File: config.mk
export PLATFORM = sky130hd
export DESIGN_NAME = embalador_caixas_flat
export DESIGN_NICKNAME = d
export VERILOG_FILES = /design/src/rtl/embalador_caixas_if.sv /design/src/rtl/embalador_caixas.sv /design/src/flat_wrapper.sv
export SDC_FILE = /design/constraint.sdc
export NUM_CORES = 1
export LEC_CHECK = 0
export CORE_MARGIN = 1
export CORE_UTILIZATION = 50
export CTS_CLUSTER_SIZE = 40
export DETAILED_ROUTE_END_ITERATION = 8
export PLACE_DENSITY = 0.84
export SLEW_MARGIN = 10
export SYNTH_ARGS = -nofsm -noshare
export SYNTH_HDL_FRONTEND = slang
export SYNTH_SLANG_ARGS = --single-unit
export TNS_END_PERCENT = 50
File: constraint.sdc
create_clock -name clock -period 3 [get_ports clock]
set_clock_uncertainty 0.05 [all_clocks]
set_input_delay 0.6 -clock clock [delete_from_list [all_inputs] [get_ports clock]]
set_output_delay 0.6 -clock clock [all_outputs]
set_load 0.005 [all_outputs]
File: src/rtl/embalador_caixas_if.sv
// Packing-stage signal bundle between the bottling line controller and the
// box packer.
//   master : line/sensor side; drives garrafa_in, caixa_presente, fecha_ok,
//            esteira_livre and reconhece; observes actuators and status.
//   slave  : packer side; drives pare_linha, fecha_caixa, ejeta_caixa,
//            alarme, lote_completo, garrafas, caixas_dezenas,
//            caixas_unidades and estado.
interface embalador_caixas_if;
  logic       garrafa_in;
  logic       caixa_presente;
  logic       fecha_ok;
  logic       esteira_livre;
  logic       reconhece;
  logic       pare_linha;
  logic       fecha_caixa;
  logic       ejeta_caixa;
  logic       alarme;
  logic       lote_completo;
  logic [3:0] garrafas;
  logic [3:0] caixas_dezenas;
  logic [3:0] caixas_unidades;
  logic [2:0] estado;

  modport master (
    output garrafa_in, caixa_presente, fecha_ok, esteira_livre, reconhece,
    input  pare_linha, fecha_caixa, ejeta_caixa, alarme, lote_completo,
           garrafas, caixas_dezenas, caixas_unidades, estado
  );

  modport slave (
    input  garrafa_in, caixa_presente, fecha_ok, esteira_livre, reconhece,
    output pare_linha, fecha_caixa, ejeta_caixa, alarme, lote_completo,
           garrafas, caixas_dezenas, caixas_unidades, estado
  );
endinterface

File: src/rtl/embalador_caixas.sv
// Box packer downstream of the bottle sealer. Counts sealed bottles into
// boxes, drives the box sealer and ejector, keeps a BCD count of boxes on
// the current pallet and stops the line / raises an alarm on packing faults.
// Ports:
//   clock : system clock, rising edge
//   reset : asynchronous, active-high
//   bus   : embalador_caixas_if.slave (sensors in, actuators/status out)
// Every output comes straight from a flop; actuator flops are loaded from
// the next-state decode so they line up with the state they belong to.
module embalador_caixas #(
  parameter int GARRAFAS_POR_CAIXA = 12,
  parameter int CAIXAS_POR_LOTE    = 24,
  parameter int T_FECHA            = 50000
) (
  input  logic               clock,
  input  logic               reset,
  embalador_caixas_if.slave  bus
);

  localparam int         TW    = (T_FECHA > 1) ? $clog2(T_FECHA) : 1;
  localparam logic [3:0] G_MAX = 4'(GARRAFAS_POR_CAIXA);
  localparam logic [6:0] LOTE  = 7'(CAIXAS_POR_LOTE);

  typedef enum logic [2:0] {
    ESPERA_CAIXA = 3'd0,
    ENCHENDO     = 3'd1,
    FECHANDO     = 3'd2,
    EJETANDO     = 3'd3,
    ALARME       = 3'd4
  } estado_t;

  estado_t         state, state_nxt;
  logic            garrafa_d, bot;
  logic [3:0]      garrafas_q, garrafas_nxt;
  logic [3:0]      dez_q, dez_nxt, uni_q, uni_nxt;
  logic [3:0]      inc_dez, inc_uni;
  logic            inc_wrap;
  logic            lote_q, lote_nxt;
  logic [TW-1:0]   timer_q, timer_nxt;
  logic            pare_q, pare_nxt;
  logic            fecha_q, fecha_nxt;
  logic            ejeta_q, ejeta_nxt;
  logic            alarme_q, alarme_nxt;

  // One count per rising edge of the sealed-bottle level.
  assign bot = bus.garrafa_in & ~garrafa_d;

  // BCD +1 of the pallet count, and whether that value closes the pallet.
  always_comb begin
    if (uni_q == 4'd9) begin
      inc_uni = 4'd0;
      inc_dez = dez_q + 4'd1;
    end else begin
      inc_uni = uni_q + 4'd1;
      inc_dez = dez_q;
    end
    inc_wrap = ((7'(inc_dez) * 7'd10) + 7'(inc_uni)) == LOTE;
  end

  // State register.
  always_ff @(posedge clock or posedge reset) begin
    if (reset) state <= ESPERA_CAIXA;
    else       state <= state_nxt;
  end

  // Next state plus the counters that move with it.
  always_comb begin
    state_nxt    = state;
    garrafas_nxt = garrafas_q;
    dez_nxt      = dez_q;
    uni_nxt      = uni_q;
    lote_nxt     = 1'b0;
    timer_nxt    = '0;
    case (state)
      ESPERA_CAIXA: begin
        // A bottle with no box under the filler is a fault even if a box
        // arrives in the same cycle.
        if (bot)                     state_nxt = ALARME;
        else if (bus.caixa_presente) state_nxt = ENCHENDO;
      end
      ENCHENDO: begin
        // Box pulled away: scrap path wins, the coincident bottle is lost.
        if (!bus.caixa_presente) state_nxt = ALARME;
        else if (bot) begin
          garrafas_nxt = garrafas_q + 4'd1;
          if (garrafas_q == G_MAX - 4'd1) state_nxt = FECHANDO;
        end
      end
      FECHANDO: begin
        if (bot)                               state_nxt = ALARME;
        else if (bus.fecha_ok)                 state_nxt = EJETANDO;
        else if (timer_q == TW'(T_FECHA - 1))  state_nxt = ALARME;
        else                                   timer_nxt = timer_q + TW'(1);
      end
      EJETANDO: begin
        if (bot) state_nxt = ALARME;
        else if (!bus.caixa_presente) begin
          state_nxt    = ESPERA_CAIXA;
          garrafas_nxt = 4'd0;
          if (inc_wrap) begin
            dez_nxt  = 4'd0;
            uni_nxt  = 4'd0;
            lote_nxt = 1'b1;
          end else begin
            dez_nxt = inc_dez;
            uni_nxt = inc_uni;
          end
        end
      end
      ALARME: begin
        // Operator must acknowledge with the faulty box already removed.
        if (bus.reconhece && !bus.caixa_presente) begin
          state_nxt    = ESPERA_CAIXA;
          garrafas_nxt = 4'd0;
        end
      end
      default: state_nxt = ESPERA_CAIXA;
    endcase
  end

  // Output decode from the upcoming state, so the flops below present the
  // actuator levels together with the state they belong to.
  always_comb begin
    pare_nxt   = (state_nxt != ENCHENDO);
    fecha_nxt  = (state_nxt == FECHANDO);
    alarme_nxt = (state_nxt == ALARME);
    ejeta_nxt  = (state_nxt == EJETANDO) && bus.esteira_livre;
  end

  always_ff @(posedge clock or posedge reset) begin
    if (reset) begin
      garrafa_d  <= 1'b0;
      garrafas_q <= 4'd0;
      dez_q      <= 4'd0;
      uni_q      <= 4'd0;
      lote_q     <= 1'b0;
      timer_q    <= '0;
      pare_q     <= 1'b1;
      fecha_q    <= 1'b0;
      ejeta_q    <= 1'b0;
      alarme_q   <= 1'b0;
    end else begin
      garrafa_d  <= bus.garrafa_in;
      garrafas_q <= garrafas_nxt;
      dez_q      <= dez_nxt;
      uni_q      <= uni_nxt;
      lote_q     <= lote_nxt;
      timer_q    <= timer_nxt;
      pare_q     <= pare_nxt;
      fecha_q    <= fecha_nxt;
      ejeta_q    <= ejeta_nxt;
      alarme_q   <= alarme_nxt;
    end
  end

  assign bus.pare_linha      = pare_q;
  assign bus.fecha_caixa     = fecha_q;
  assign bus.ejeta_caixa     = ejeta_q;
  assign bus.alarme          = alarme_q;
  assign bus.lote_completo   = lote_q;
  assign bus.garrafas        = garrafas_q;
  assign bus.caixas_dezenas  = dez_q;
  assign bus.caixas_unidades = uni_q;
  assign bus.estado          = state;

endmodule

File: src/flat_wrapper.sv
// flat-port wrapper written by rule: the top's interface ports become plain ports
module embalador_caixas_flat 
#(
  parameter int GARRAFAS_POR_CAIXA = 12,
  parameter int CAIXAS_POR_LOTE    = 24,
  parameter int T_FECHA            = 50000
)
  (clock, reset, bus_garrafa_in, bus_caixa_presente, bus_fecha_ok, bus_esteira_livre, bus_reconhece, bus_pare_linha, bus_fecha_caixa, bus_ejeta_caixa, bus_alarme, bus_lote_completo, bus_garrafas, bus_caixas_dezenas, bus_caixas_unidades, bus_estado);
  embalador_caixas_if bus_i ();
  input  logic clock;
  input  logic reset;
  input wire logic [$bits(bus_i.garrafa_in)-1:0] bus_garrafa_in;
  input wire logic [$bits(bus_i.caixa_presente)-1:0] bus_caixa_presente;
  input wire logic [$bits(bus_i.fecha_ok)-1:0] bus_fecha_ok;
  input wire logic [$bits(bus_i.esteira_livre)-1:0] bus_esteira_livre;
  input wire logic [$bits(bus_i.reconhece)-1:0] bus_reconhece;
  output wire logic [$bits(bus_i.pare_linha)-1:0] bus_pare_linha;
  output wire logic [$bits(bus_i.fecha_caixa)-1:0] bus_fecha_caixa;
  output wire logic [$bits(bus_i.ejeta_caixa)-1:0] bus_ejeta_caixa;
  output wire logic [$bits(bus_i.alarme)-1:0] bus_alarme;
  output wire logic [$bits(bus_i.lote_completo)-1:0] bus_lote_completo;
  output wire logic [$bits(bus_i.garrafas)-1:0] bus_garrafas;
  output wire logic [$bits(bus_i.caixas_dezenas)-1:0] bus_caixas_dezenas;
  output wire logic [$bits(bus_i.caixas_unidades)-1:0] bus_caixas_unidades;
  output wire logic [$bits(bus_i.estado)-1:0] bus_estado;
  assign bus_i.garrafa_in = bus_garrafa_in;
  assign bus_i.caixa_presente = bus_caixa_presente;
  assign bus_i.fecha_ok = bus_fecha_ok;
  assign bus_i.esteira_livre = bus_esteira_livre;
  assign bus_i.reconhece = bus_reconhece;
  assign bus_pare_linha = bus_i.pare_linha;
  assign bus_fecha_caixa = bus_i.fecha_caixa;
  assign bus_ejeta_caixa = bus_i.ejeta_caixa;
  assign bus_alarme = bus_i.alarme;
  assign bus_lote_completo = bus_i.lote_completo;
  assign bus_garrafas = bus_i.garrafas;
  assign bus_caixas_dezenas = bus_i.caixas_dezenas;
  assign bus_caixas_unidades = bus_i.caixas_unidades;
  assign bus_estado = bus_i.estado;
  embalador_caixas #(.GARRAFAS_POR_CAIXA(GARRAFAS_POR_CAIXA), .CAIXAS_POR_LOTE(CAIXAS_POR_LOTE), .T_FECHA(T_FECHA)) u_core (.clock(clock), .reset(reset), .bus(bus_i));
endmodule
# Word-level counts from Yosys, hierarchy flattened
# Index checks and enable logic that the tools add are counted.
op_classes:
  add_sub_neg: 5
  n_mul: 1
  div: 0
  magnitude_cmp: 0
  n_eq_ne: 17
  shifts: 0
  muxes: 30
  n_bitwise: 4
  n_reduce_logical: 7
ops:
  columns: ["cell", "n"]
  rows:
  - ["two-way mux 16 bit", 4]
  - ["two-way mux 4 bit", 9]
  - ["two-way mux 3 bit", 11]
  - ["adder 16 x 1 -> 16 bit (second input constant)", 1]
  - ["equality test 16 bit (second input constant)", 1]
  - ["one-hot mux 3 bit (5 select lines)", 1]
  - ["adder 4 x 1 -> 4 bit (second input constant)", 3]
  - ["equality test 3 x 2 -> 1 bit (second input constant)", 4]
  - ["one-hot mux 4 bit (3 select lines)", 1]
  - ["equality test 4 bit (second input constant)", 2]
  - ["adder 7 x 4 -> 7 bit", 1]
  - ["equality test 7 x 5 -> 1 bit (second input constant)", 1]
  - ["equality test 3 bit (second input constant)", 2]
  - ["multiplier 4 x 3 -> 6 bit (second input constant)", 1]
  - ["inequality test 2 bit (second input constant)", 3]
  - ["AND reduction 6 bit", 1]
  - ["two-way mux 1 bit", 4]
  - ["inequality test 2 x 1 -> 1 bit (second input constant)", 2]
  - ["equality test 3 x 1 -> 1 bit (second input constant)", 1]
  - ["logical NOT 3 bit", 1]
  - ["inequality test 3 x 1 -> 1 bit (second input constant)", 1]
  - ["inverter 1 bit", 3]
  - ["AND reduction 3 bit", 1]
  - ["nonzero test 3 bit", 1]
  - ["other kinds (3)", 4]
totals:
  ff_bits: 37
  latch_bits: 0
  mem_bits_rw: 0
  rom_bits: 0
  in_bits: 7
  output_inout_bits: 20
  wordCells: 75
  memories: 0

# Logic depth before layout (Yosys ltp)
# Gate-level depths: netlist of run 1.
logic_depth:
  word_depth: 9
  mapped_depth: 13

# Least setup slack after synthesis of run 1
# OpenSTA, ideal clock, no wires.
synth_path:
  path_type: "reg2reg"
  startpoint: "register u_core.dez_q[0] (netlist: u_core.bus.caixas_dezenas[0])"
  endpoint: "register u_core.dez_q[0] (netlist: u_core.bus.caixas_dezenas[0])"
  setup_ns: 0.136
  t_arrival_ns: 2.920
  setup_slack_ns: -0.106
  stages_incl_launch_ff: 13
  period_less_slack_ns: 3.106
  path_cell_list: "dfrtp_1 -> ha_1 -> nand3_1 -> o21ai_0 -> a21oi_1 -> xor2_1 -> ha_1 -> fa_1 -> xnor2_1 -> or3_4 -> a211oi_2 -> nor4b_4 -> a21oi_1"
synth_between:
  elab_chain_len: 6
synth_lines:
  columns: ["item", "line_no", "source"]
  rows:
  - ["start: declaration", "embalador_caixas.sv:35", "logic [3:0] dez_q, dez_nxt, uni_q, uni_nxt;"]
  - ["start signal: assignment", "embalador_caixas.sv:145", "dez_q <= dez_nxt;"]
  - ["adder 4 x 1 -> 4 bit", "embalador_caixas.sv:52", "inc_dez = dez_q + 4'd1;"]
  - ["two-way mux 4 bit *", "embalador_caixas.sv:50", "if (uni_q == 4'd9) begin"]
  - ["multiplier 4 x 3 -> 6 bit", "embalador_caixas.sv:57", "inc_wrap = ((7'(inc_dez) * 7'd10) + 7'(inc_uni)) == LOTE;"]
  - ["adder 7 x 4 -> 7 bit", "embalador_caixas.sv:57", null]
  - ["equality test 7 x 5 -> 1 bit", "embalador_caixas.sv:57", null]
  - ["two-way mux 4 bit *", "embalador_caixas.sv:100", "if (inc_wrap) begin"]
# Every way passes the cells marked *; elsewhere a longest branch is shown, timed or not.
# A chain may end at the register's enable or synchronous reset.

# Worst setup path after layout of run 1
layout_path:
  startpoint: "register u_core.uni_q[2] (netlist: u_core.bus.caixas_unidades[2])"
  endpoint: "register u_core.uni_q[1] (netlist: u_core.bus.caixas_unidades[1])"
layout_between:
  elab_chain_len: 6
  elab_cells_between_ends: 8
layout_lines:
  columns: ["item", "line_no", "source"]
  rows:
  - ["start: declaration", "embalador_caixas.sv:35", null]
  - ["start signal: assignment", "embalador_caixas.sv:146", "uni_q <= uni_nxt;"]
  - ["equality test 4 bit", "embalador_caixas.sv:50", null]
  - ["two-way mux 4 bit", "embalador_caixas.sv:50", null]
  - ["multiplier 4 x 3 -> 6 bit", "embalador_caixas.sv:57", null]
  - ["adder 7 x 4 -> 7 bit", "embalador_caixas.sv:57", null]
  - ["equality test 7 x 5 -> 1 bit", "embalador_caixas.sv:57", null]
  - ["two-way mux 4 bit *", "embalador_caixas.sv:100", null]
# Marked as above.

==> results of run 1 <==
## routing by layer
layer / routed length (um) / track usage, %
met1: 2200 / 25.8
met2: 2380 / 34.3
met3: 177 / 4.24
met4: 50 / 8.16
met5: 0 / 0
## repair_timing
action / in CTS / in global routing
resized for setup: 2 / 10
buffers inserted: 2 / 3
endpoints found under the setup margin: 8 / 8
pin swaps: 3 / 2
## worst paths after layout
kind	startpoint	endpoint	slack, ns	depth (start not counted)
min in group asynchronous	reset	u_core.timer_q[1]	0.65	3
setup reg to reg	u_core.bus.caixas_unidades[2]	u_core.bus.caixas_unidades[1]	-0.06	12
hold / removal	u_core.timer_q[0]	u_core.timer_q[0]	0.44	1
setup / recovery	u_core.bus.caixas_unidades[2]	u_core.bus.caixas_unidades[1]	-0.06	12
hold reg to reg	u_core.timer_q[0]	u_core.timer_q[0]	0.44	1
max in group asynchronous	reset	u_core.bus.pare_linha	1.90	3
## flip-flops by register name, indices dropped and copies added, names as in the netlist
register and flops:
u_core.bus.caixas_dezenas 4, u_core.bus.pare_linha 1, u_core.garrafa_d 1, u_core.bus.fecha_caixa 1, u_core.bus.ejeta_caixa 1, u_core.bus.caixas_unidades 4, u_core.bus.alarme 1, u_core.bus.lote_completo 1
u_core.bus.garrafas 4, u_core.timer_q 16, u_core.bus.estado 3
## metrics by stage
| stage | util, % | setup TNS, ns | instance area, um2 | cells | hold slack (ns) |
|---|---|---|---|---|---|
| finish | 65.5 | -0.377 | 2830 | 329 | 0.435 |
| global route | 65.5 | -0.933 | 2830 | 329 | 0.473 |
| CTS | 63.7 | 0 | 2750 | 326 | 0.441 |
| detailed placement | 60.9 | -0.465 | 2630 | 316 | 0.432 |
| global placement | 60.9 | 0 | 2630 | 316 | 0.420 |
| floorplan | - | 0 | 2290 | 234 | 0.405 |
## synth_stat cells, types with 6 or more instances
| cell type | number | share of area (%) |
|---|---|---|
| dfrtp_1 | 36 | 40 |
| nor2_1 | 32 | 5.3 |
| nand2_1 | 16 | 2.7 |
| xnor2_1 | 15 | 5.8 |
| nand3_1 | 14 | 3.1 |
| inv_1 | 11 | 1.8 |
| xor2_1 | 10 | 3.9 |
| a21oi_1 | 9 | 2.0 |
| ha_1 | 8 | 4.5 |
| nor3_1 | 7 | 1.6 |
| nand4_1 | 6 | 1.7 |
| o21ai_0 | 6 | 1.3 |
| o21ai_1 | 6 | 1.3 |
## layout by cell type, fill, tap and decap left out, types with 3 or more instances in the layout
cell and n:
mux2i_1 5, o21ai_1 6, nor3_1 7, xnor2_1 13, nand3_1 13, nand2_1 15
a21oi_2 4, o31ai_1 3, ha_1 5, buf_4 16, nand4_1 6, ha_4 3
nand2b_1 4, inv_1 11, a21oi_1 6, xor2_1 9, o21ai_0 5, nor2b_1 5
nor2_1 32, clkdlybuf4s50_1 26, clkbuf_8 7, dfrtp_1 36
## power by group
part	total (mW)	switching (mW)	internal, mW
Clock	0.375	0.168	0.207
Combinational	0.181	0.0776	0.103
Sequential	0.580	0.0464	0.534
## kinds of logic after synthesis
| kind of cell | Yosys count |
|---|---|
| multiplexers | 6 |
| adder cells (fa/ha/maj) | 10 |
| AND/OR/NAND/NOR | 99 |
| XOR/XNOR | 25 |
| buffers and inverters | 20 |
| AO/OA/AOI/OAI | 37 |
| flip-flops | 37 |
## cell type report
cell class	instances	area (um2)	share of cell area, %
sequential	37	927	32.7
timing repair buffer	43	392	13.8
inverter	12	45.0	1.59
clock buffer	7	96.3	3.40
tap	52	65.1	2.30
clock inverter	1	5.00	0.177
multi-input combinational	177	1300	46.0
## critical path, stage by stage, from the launching register on
cell and delay [ns]:
dfrtp_1 0.39, and4bb_4 0.39, nand2_4 0.08, xnor2_4 0.15, ha_4 0.18, ha_4 0.16
fa_2 0.36, xnor2_2 0.14, or3_4 0.34, a211oi_2 0.21, nor4b_4 0.24, buf_6 0.17
a21oi_1 0.08
==> results.md, run 1 <==
- Status: finished with violations
- Failing checks: setup timing
- Count of different cell masters after synthesis: 49
- TritonCTS clock tree: built
- # rows: 24
- Final worst setup slack: -0.0633 ns
- Power density cells: 401 mW/mm2
- Post-Synth XOR/XNOR Area: 9.74%
- Hold-fix buffers at CTS: 0
- Post-synthesis adder-cell area fraction: 5.79%
- Fill cells: 354
- Number of buffers created by CTS: 5
- Critical Path AT: 3.17 ns
- Port bufs: 26
- Overflow after GRT: 0
- Antenna diodes: 0
- Avg Inst Size Synth: 9.61 um2
- Skew-Pair Late Insertion Delay: 0.29 ns
- Root Buffer: clkbuf_8
- Via count of the routed design: 1827
- Fin. max-slew vios: 0
- Post-route DRC: 0
- F_max: 326 MHz
- Pin count of the biggest net entering global routing: 38
- Syn-to-layout area delta: 26.0%
- Post-synth EDFFs: 0
- GRT Total Usage: 20.5%
- RSZ-0062 raised after global routing: true
- Synth Area in Compound Gates: 11.1%
- Peak supply drop: 0.383 mV
- Synth Instances: 234
- Simple-gate share of the synthesized area: about a quarter
- Combinational family with the most area after synthesis: simple AND/OR/NAND/NOR gates
- Min-delay worst type: flop to flop
- Initial antenna violation count: 0
- First-pass DRT Iterations: 4
- Ys flop type: dfrtp_1
- Slew @ Worst Pin: 0.600 ns
- MaxCap Viol Count: 0
- Die area: 0.00477 mm2
- Num ports: 27
- Tot Pwr: approximately 1.1 mW
- Antenna-violating nets left: 0
- Crit. End Element: flop
- Routability cong.: between 0.8 and 0.9
- Yosys warnings: 0
- Clock slew seen by the registers of the worst setup and hold paths: 0.07 ns
- Register area share after synthesis: 41.2%
- Maximum clock path buffer count: 2
- Async SR Flop Fraction: 100%
- H-tree Lvls: 2
- DP Wirelength: 3.31 mm
- Die W: 69.1 um
- Slew margin rel.: 59.6%
- Period utilization: 102%
- Die height: 69.1 um
- Synth Register Bits: 37
- First-pass GRT wire length: 7.80 mm
- Layout Nets: 292
- Static Leak: approximately 1.2 nW
- Routed WL: 4.81 mm
- Post-Place Setup Slack: -0.0679 ns
- Vias in the first global route: 1773
- Number of vias per cell: 5.55
- Layout cells sized above 1: 18.4%
- Core Area: ~0.0043 mm2
- Critical path class: flop to flop
- Num Clock Sinks: 37
- Syn Std Cell Area: ~0.0022 mm2
- Final min period: 3.06 ns
- CP required: 3.11 ns
- WL/cell: 14.6 um
- Final number of hold-violating endpoints: 0
- Max FO, Critical Path: 8
- Final Setup Violations: 8
- CP Launch Type: flop
- Number of DRC markers in iteration 0: between 100 and 150
- Synth Net Count: 250
- Multiplexer share of the synthesized area: 3.23%
- Starting Density: 52.0%
Note: power is estimated with default switching activity, not from simulation.
==> run 2, diff against run 1 <==
- CORE_UTILIZATION: 50 -> 47
- PLACE_DENSITY: 0.84 -> 0.8
==> run 2 against run 1 <==
Net effect: the run still ends with setup timing left; register-to-register slack improved by 0.04 ns; hold slack improved by 0.022 ns; global-route usage fell by 1.6 points; utilization fell by 3.1 points; total power fell by 3.4%; fmax rose by 1.3%; critical path depth did not move; critical path type unchanged; critical endpoint is now u_core.bus.lote_completo; largest cell class unchanged; largest power group unchanged; highest routed layer unchanged.
==> results.md, run 2 (synthesis results as in run 1) <==
- GRT Total Usage: 18.9% (was 20.5%)
- DP Wirelength: 3.10 mm (was 3.31 mm)
- Pin count of the biggest net entering global routing: 38 (unchanged)
- Die area: 0.00506 mm2 (was 0.00477 mm2)
- Final Setup Violations: 8 (unchanged)
- Sequential Area: 927 um2 (unchanged)
- TritonCTS clock tree: built (unchanged)
- Slew margin rel.: 60.5% (was 59.6%)
- Starting Density: 50.3% (was 52.0%)
- Number of vias per cell: 5.35 (was 5.55)
- Post-route DRC: 0 (unchanged)
- Num Clock Sinks: 37 (unchanged)
- Hold-fix buffers at CTS: 0 (unchanged)
- Layout cells sized above 1: 16.7% (was 18.4%)
- CP required: 3.17 ns (was 3.11 ns)
- H-tree Lvls: 2 (unchanged)
- Syn-to-layout area delta: 24.3% (was 26.0%)
- Slew @ Worst Pin: 0.588 ns (was 0.600 ns)
- Total negative setup slack: -0.117 ns (was -0.377 ns)
- Die height: 71.2 um (was 69.1 um)
- Max FFs per register: 16 (unchanged)
- Root Buffer: clkbuf_8 (unchanged)
- Layout Nets: 291 (was 292)
- Met2 routed WL: 2.06 mm (was 2.38 mm)
- Status: finished with violations (unchanged)
- Fin util: 62.5% (was 65.5%)
- Initial antenna violation count: 0 (unchanged)
- Vias in the first global route: 1686 (was 1773)
- Max FO, Critical Path: 8 (unchanged)
- Post-Layout Inst Area: 0.00280 mm2 (was 0.00283 mm2)
- Power density cells: 393 mW/mm2 (was 401 mW/mm2)
- Critical Path Max Stage Delay: 0.38 ns (was 0.39 ns)
- Reg with most FFs: u_core.timer_q (unchanged)
- Critical path class: flop to flop (unchanged)
- Static Leak: 1.15 nW (was 1.16 nW)
- WL/cell: 13.1 um (was 14.6 um)
- WL met1: 2.10 mm (was 2.20 mm)
- Highest Signal Layer: met4 (unchanged)
- Multi-input logic area: 0.00128 mm2 (was 0.00130 mm2)
- Routed WL: 4.30 mm (was 4.81 mm)
- Failing checks: setup timing (unchanged)
- CP Launch Type: flop (unchanged)
- First-pass GRT wire length: 7.42 mm (was 7.80 mm)
- Worst path slowest cell: dfrtp_1 (unchanged)
- Final number of hold-violating endpoints: 0 (unchanged)
- Placed cell area: 0.00263 mm2 (unchanged)
- Core Area: 0.00447 mm2 (was 0.00432 mm2)
- Antenna-violating nets left: 0 (unchanged)
- Critical Path AT: 3.19 ns (was 3.17 ns)
- Crit-path most repeated cell: ha_2 (was ha_4)
- F_max: 331 MHz (was 326 MHz)
- Peak supply drop: 0.226 mV (was 0.383 mV)
- Skew-Pair Late Insertion Delay: 0.28 ns (was 0.29 ns)
- Routability cong.: 0.825 (was 0.836)
- Die W: 71.2 um (was 69.1 um)
- Fin. max-slew vios: 0 (unchanged)
- CP Cell Sequence: and4bb_4 -> nand2_4 -> xnor2_4 -> ha_2 -> ha_2 -> fa_2 -> xnor2_2 -> or3_4 -> a211oi_2 -> nor4b_4 -> buf_6 -> and2_4 (was and4bb_4 -> nand2_4 -> xnor2_4 -> ha_4 -> ha_4 -> fa_2 -> xnor2_2 -> or3_4 -> a211oi_2 -> nor4b_4 -> buf_6 -> a21oi_1)
- Clock slew seen by the registers of the worst setup and hold paths: 0.07 ns (about the same)
- Crit. End Element: flop (unchanged)
- Number of DRC markers in iteration 0: 77 (was 130)
- Num ports: 27 (unchanged)
- First-pass DRT Iterations: 6 (was 4)
- Via count of the routed design: 1755 (was 1827)
- Maximum clock path buffer count: 2 (unchanged)
- Port bufs: 26 (unchanged)
- Routed met3 length: 104 um (was 177 um)
- Fill cells: 372 (was 354)
- RSZ-0062 raised after global routing: true (unchanged)
- Min-delay worst type: flop to flop (unchanged)
- Antenna diodes: 0 (unchanged)
- Number of buffers created by CTS: 5 (unchanged)
- MaxCap Viol Count: 0 (unchanged)
- Overflow after GRT: 0 (unchanged)
- Final worst setup slack: -0.0229 ns (was -0.0633 ns)
- Final min period: 3.02 ns (was 3.06 ns)
- Period utilization: 101% (was 102%)
- # rows: 24 (unchanged)
- Commonest non-fill, non-tap cell in the layout: dfrtp_1 (unchanged)
- Most frequent cells in the layout: dfrtp_1, nor2_1, clkdlybuf4s50_1, nand2_1, buf_4 (was dfrtp_1, nor2_1, clkdlybuf4s50_1, buf_4, nand2_1)
-- run 2: changes by cell type in the layout (fill, tap and decap cells not counted), moves of 2 or more --
cell,change
a21oi_1,+3
a21oi_2,-3
clkbuf_1,+2
ha_2,+2
ha_4,-2
-- run 2: area by class of cell --
type | instances | share of cell area (%)
inverters | 12 | 1.61
flip-flops and latches | 37 | 33.2
repair buffers | 42 | 13.7
well taps | 52 | 2.33
clock buffers | 8 | 3.22
multi-input cells | 177 | 45.9
-- run 2: path summary, 6_finish.rpt --
check,startpoint,endpoint,slack (ns),depth (start not counted)
worst max register to register,u_core.bus.caixas_unidades[1],u_core.bus.lote_completo,-0.02,12
min in group asynchronous,reset,u_core.timer_q[2],0.67,3
worst min-delay path,u_core.timer_q[0],u_core.timer_q[0],0.46,1
worst max-delay path,u_core.bus.caixas_unidades[1],u_core.bus.lote_completo,-0.02,12
worst min register to register,u_core.timer_q[0],u_core.timer_q[0],0.46,1
max in group asynchronous,reset,u_core.bus.pare_linha,1.90,3
-- run 2: per-stage QoR --
| step | total power, mW | instances | setup slack [ns] | hold slack [ns] |
|---|---|---|---|---|
| final | 1.10 | 328 | -0.0229 | 0.457 |
| after global routing | 1.17 | 328 | -0.136 | 0.481 |
| after CTS | 1.11 | 327 | 0.00441 | 0.463 |
| after detailed placement | 0.768 | 316 | 0.00996 | 0.454 |
| after global placement | 0.765 | 316 | 0.0810 | 0.427 |
| after floorplan | 0.677 | 234 | 0.00972 | 0.405 |
-- run 2: repair_timing --
item | in CTS | in global routing
gates resized for setup | 0 | 8
endpoints found under the setup margin | 8 | 8
pin swaps | 1 | 4
buffers inserted | 3 | 1
hold endpoints to repair | 0 | 0
-- run 2: metal layers --
metal	track usage, %	vias up
met3	5.13	5
met4	5.33	0
li1	-	894
met5	0	-
met1	24.5	833
met2	31.1	23
-- run 2: worst max-delay path: cells and delay by family, from the launching register on --
kind            cells  cell delay [ns]
xor+xnor            2             0.27
buf+inv             1             0.16
compound gates      1             0.23
simple gates        5             1.16
fa+ha+maj           3             0.70
flops               1             0.38
-- run 2: power by group --
part	switching [mW]	internal [mW]	total (mW)
Sequential	0.0464	0.534	0.580
Combinational	0.0733	0.103	0.176
Clock	0.154	0.187	0.341
==> run 3, diff against run 2 <==
- CORE_ASPECT_RATIO: unset -> 0.5
==> run 3 against run 2 <==
Net effect: the flow now finishes without violations; first-iteration DRC count grew 61%; largest cell class unchanged; register-to-register slack improved by 0.07 ns; global-route usage rose by 1.5 points; final cell count rose by 4.9%; combinational power grew 3%; critical path depth unchanged; die area grew 0.33%; fmax is 2.4% higher.
==> results.md, run 3 (synthesis results as in run 1) <==
- CP required: 3.11 ns (was 3.17 ns)
- Root Buffer: clkbuf_8 (unchanged)
- Num ports: 27 (unchanged)
- Total negative setup slack: 0 ns (was -0.117 ns)
- Max FO, Critical Path: 8 (unchanged)
- Critical Path AT: 3.07 ns (was 3.19 ns)
- MaxCap Viol Count: 0 (unchanged)
- Reg with most FFs: u_core.timer_q (unchanged)
- Antenna-violating nets left: 0 (unchanged)
- Maximum clock path buffer count: 2 (unchanged)
- Die W: 99.8 um (was 71.2 um)
- F_max: 339 MHz (was 331 MHz)
- GR peak layer: met2 (unchanged)
- Reg power frac: 51.9% (was 52.9%)
- Min-delay worst type: flop to flop (unchanged)
- Num Clock Sinks: 37 (unchanged)
- Logic pwr share: 16.3% (was 16.1%)
- Die height: 50.9 um (was 71.2 um)
- CP Buf/Inv Count: 1 (unchanged)
- Power density cells: 391 mW/mm2 (was 393 mW/mm2)
- Non-Filler Instances: 344 (was 328)
- Core Area: 0.00449 mm2 (was 0.00447 mm2)
- GR Util met3: 4.38% (was 5.13%)
- Reg-to-Reg End: u_core.bus.caixas_dezenas[1] (was u_core.bus.lote_completo)
- Layout cells sized above 1: 17.6% (was 16.7%)
- Sw Share: 26.2% (was 24.9%)
- Number of DRC markers in iteration 0: 124 (was 77)
- Routability cong.: 0.841 (was 0.825)
- Starting Density: 50.1% (was 50.3%)
- Critical path's top delay family: simple AND/OR/NAND/NOR gates (unchanged)
- RSZ-0062 raised after global routing: true (unchanged)
- Initial antenna violation count: 0 (unchanged)
- P_int: 0.824 mW (about the same)
- Final number of hold-violating endpoints: 0 (unchanged)
- CP Launch Type: flop (unchanged)
- Layout Nets: 293 (was 291)
- First-pass DRT Iterations: 4 (was 6)
- Skew-Pair Late Insertion Delay: 0.29 ns (was 0.28 ns)
- Slew margin rel.: 56.4% (was 60.5%)
- Fin. max-slew vios: 0 (unchanged)
- Worst Hold End: u_core.timer_q[0] (unchanged)
- Most frequent cells in the layout: dfrtp_1, nor2_1, clkdlybuf4s50_1, nand2_1, buf_4 (unchanged)
- GRT Total Usage: 20.4% (was 18.9%)
- Syn-to-layout area delta: 27.2% (was 24.3%)
- Die area: 0.00508 mm2 (was 0.00506 mm2)
- Crit-path most repeated cell: ha_4 (was ha_2)
- Crit. End Element: flop (unchanged)
- Port bufs: 26 (unchanged)
- Number of buffers created by CTS: 5 (unchanged)
- Static Leak: 1.16 nW (was 1.15 nW)
- Vias in the first global route: 1764 (was 1686)
- WL/cell: 13.7 um (was 13.1 um)
- CP Cell Sequence: and4bb_4 -> nand2_4 -> xnor2_4 -> ha_4 -> ha_4 -> fa_2 -> xnor2_2 -> or3_4 -> a211oi_2 -> nor4b_4 -> buf_6 -> a21oi_1 (was and4bb_4 -> nand2_4 -> xnor2_4 -> ha_2 -> ha_2 -> fa_2 -> xnor2_2 -> or3_4 -> a211oi_2 -> nor4b_4 -> buf_6 -> and2_4)
- Reg-to-reg startpoint: u_core.bus.caixas_unidades[1] (unchanged)
- DP Wirelength: 3.33 mm (was 3.10 mm)
- Period utilization: 98.4% (was 101%)
- Max FFs per register: 16 (unchanged)
- Antenna diodes: 0 (unchanged)
- Final min period: 2.95 ns (was 3.02 ns)
- Hold-fix buffers at CTS: 0 (unchanged)
- H-tree Lvls: 2 (unchanged)
- Routed WL: 4.70 mm (was 4.30 mm)
- # rows: 17 (was 24)
- Number of vias per cell: 5.39 (was 5.35)
- Met1 GRT Util: 24.8% (was 24.5%)
- First-pass GRT wire length: 8.06 mm (was 7.42 mm)
- Critical path class: flop to flop (unchanged)
- Reg2Reg Depth: 12 (unchanged)
- Slew @ Worst Pin: 0.648 ns (was 0.588 ns)
- Via count of the routed design: 1855 (was 1755)
- Placed Cells: 331 (was 316)
- Post-route DRC: 0 (unchanged)
- Overflow after GRT: 0 (unchanged)
- Worst path slowest cell: and4bb_4 (was dfrtp_1)
- NetSw: 0.293 mW (was 0.274 mW)
- Peak supply drop: 0.226 mV (about the same)
- Pin count of the biggest net entering global routing: 38 (unchanged)
- Status: complete, no violations (was finished with violations)
- Final Setup Violations: 0 (was 8)
- TritonCTS clock tree: built (unchanged)
- Critical Path Max Stage Delay: 0.40 ns (was 0.38 ns)
- Commonest non-fill, non-tap cell in the layout: dfrtp_1 (unchanged)
- M2 GR Usage: 36.9% (was 31.1%)
- Clock slew seen by the registers of the worst setup and hold paths: 0.07 ns (about the same)
- Worst Hold Depth: 1 (unchanged)
- Clock power frac: 31.7% (was 31.1%)
- Worst reg-to-reg setup slack: 0.05 ns (was -0.02 ns)
- Worst Hold Launch: u_core.timer_q[0] (unchanged)
[run 3: changes by cell type in the layout (fill, tap and decap cells not counted)]
cell	delta
a21oi_2	+2
ha_2	-2
ha_4	+2
and2_1	+1
buf_6	+2
and2_4	-1
a21oi_1	-2
[run 3: power groups by stage]
stage	logic, mW	registers (mW)	clock network, mW
floorplan	0.109	0.569	0
global placement	0.178	0.587	0
detailed placement	0.184	0.589	0
CTS	0.184	0.580	0.359
global route	0.200	0.587	0.379
finish	0.182	0.580	0.354
[run 3: through the flow]
stage / power (mW) / instance area (um2) / util (%) / setup slack, ns / hold slack [ns]
floorplan: 0.677 / 2290 / - / 0.00972 / 0.405
global placement: 0.765 / 2660 / 59.2 / 0.0699 / 0.416
detailed placement: 0.773 / 2660 / 59.2 / -0.0205 / 0.441
CTS: 1.12 / 2790 / 62.1 / 0.000498 / 0.450
global route: 1.17 / 2860 / 63.7 / -0.0850 / 0.468
finish: 1.12 / 2860 / 63.7 / 0.0472 / 0.450
[run 3: area by class of cell]
cell class | instances | area [um2]
Sequential cell | 37 | 927
Multi-Input combinational cell | 177 | 1310
Tap cell | 66 | 82.6
Timing Repair Buffer | 44 | 407
Inverter | 12 | 45.0
Fill cell | 355 | 1630
Clock buffer | 8 | 90.1
[run 3: timing repair]
item,in CTS,in global routing
endpoints found under the setup margin,8,8
gates resized for setup,1,12
setup buffers,3,2
pin swaps,1,3
[run 3: layer usage]
layer  share of wire [%]  vias to the layer above  wire length, um
met5                   0                        -                0
met4                 1.2                        0               56
met3                 4.2                        9              196
met2                  52                       44             2430
met1                  43                      909             2020
li1                    -                      893                -
[run 3: how the worst max path moves through the flow]
stage                                  start                           end  slack, ns  cells after the start
6_report       u_core.bus.caixas_unidades[1]  u_core.bus.caixas_dezenas[1]       0.05                     12
5_1_grt         u_core.bus.caixas_dezenas[0]  u_core.bus.caixas_dezenas[1]      -0.09                     13
4_1_cts        u_core.bus.caixas_unidades[2]  u_core.bus.caixas_dezenas[1]     0.0005                     12
3_5_place_dp   u_core.bus.caixas_unidades[2]  u_core.bus.caixas_dezenas[1]      -0.02                     12
3_3_place_gp   u_core.bus.caixas_unidades[2]  u_core.bus.caixas_dezenas[0]       0.07                     12
2_1_floorplan  u_core.bus.caixas_unidades[1]  u_core.bus.caixas_dezenas[0]       0.01                     11
[run 3: worst register-to-register path: cells and delay by family (launching register included)]
kind,cells,cell delay (ns)
DFF,1,0.39
and+or+nand+nor,4,1.05
adders and majority gates,3,0.67
buffers and inverters,1,0.16
AOI/OAI and AO/OA,2,0.24
xor gates and xnor gates,2,0.28
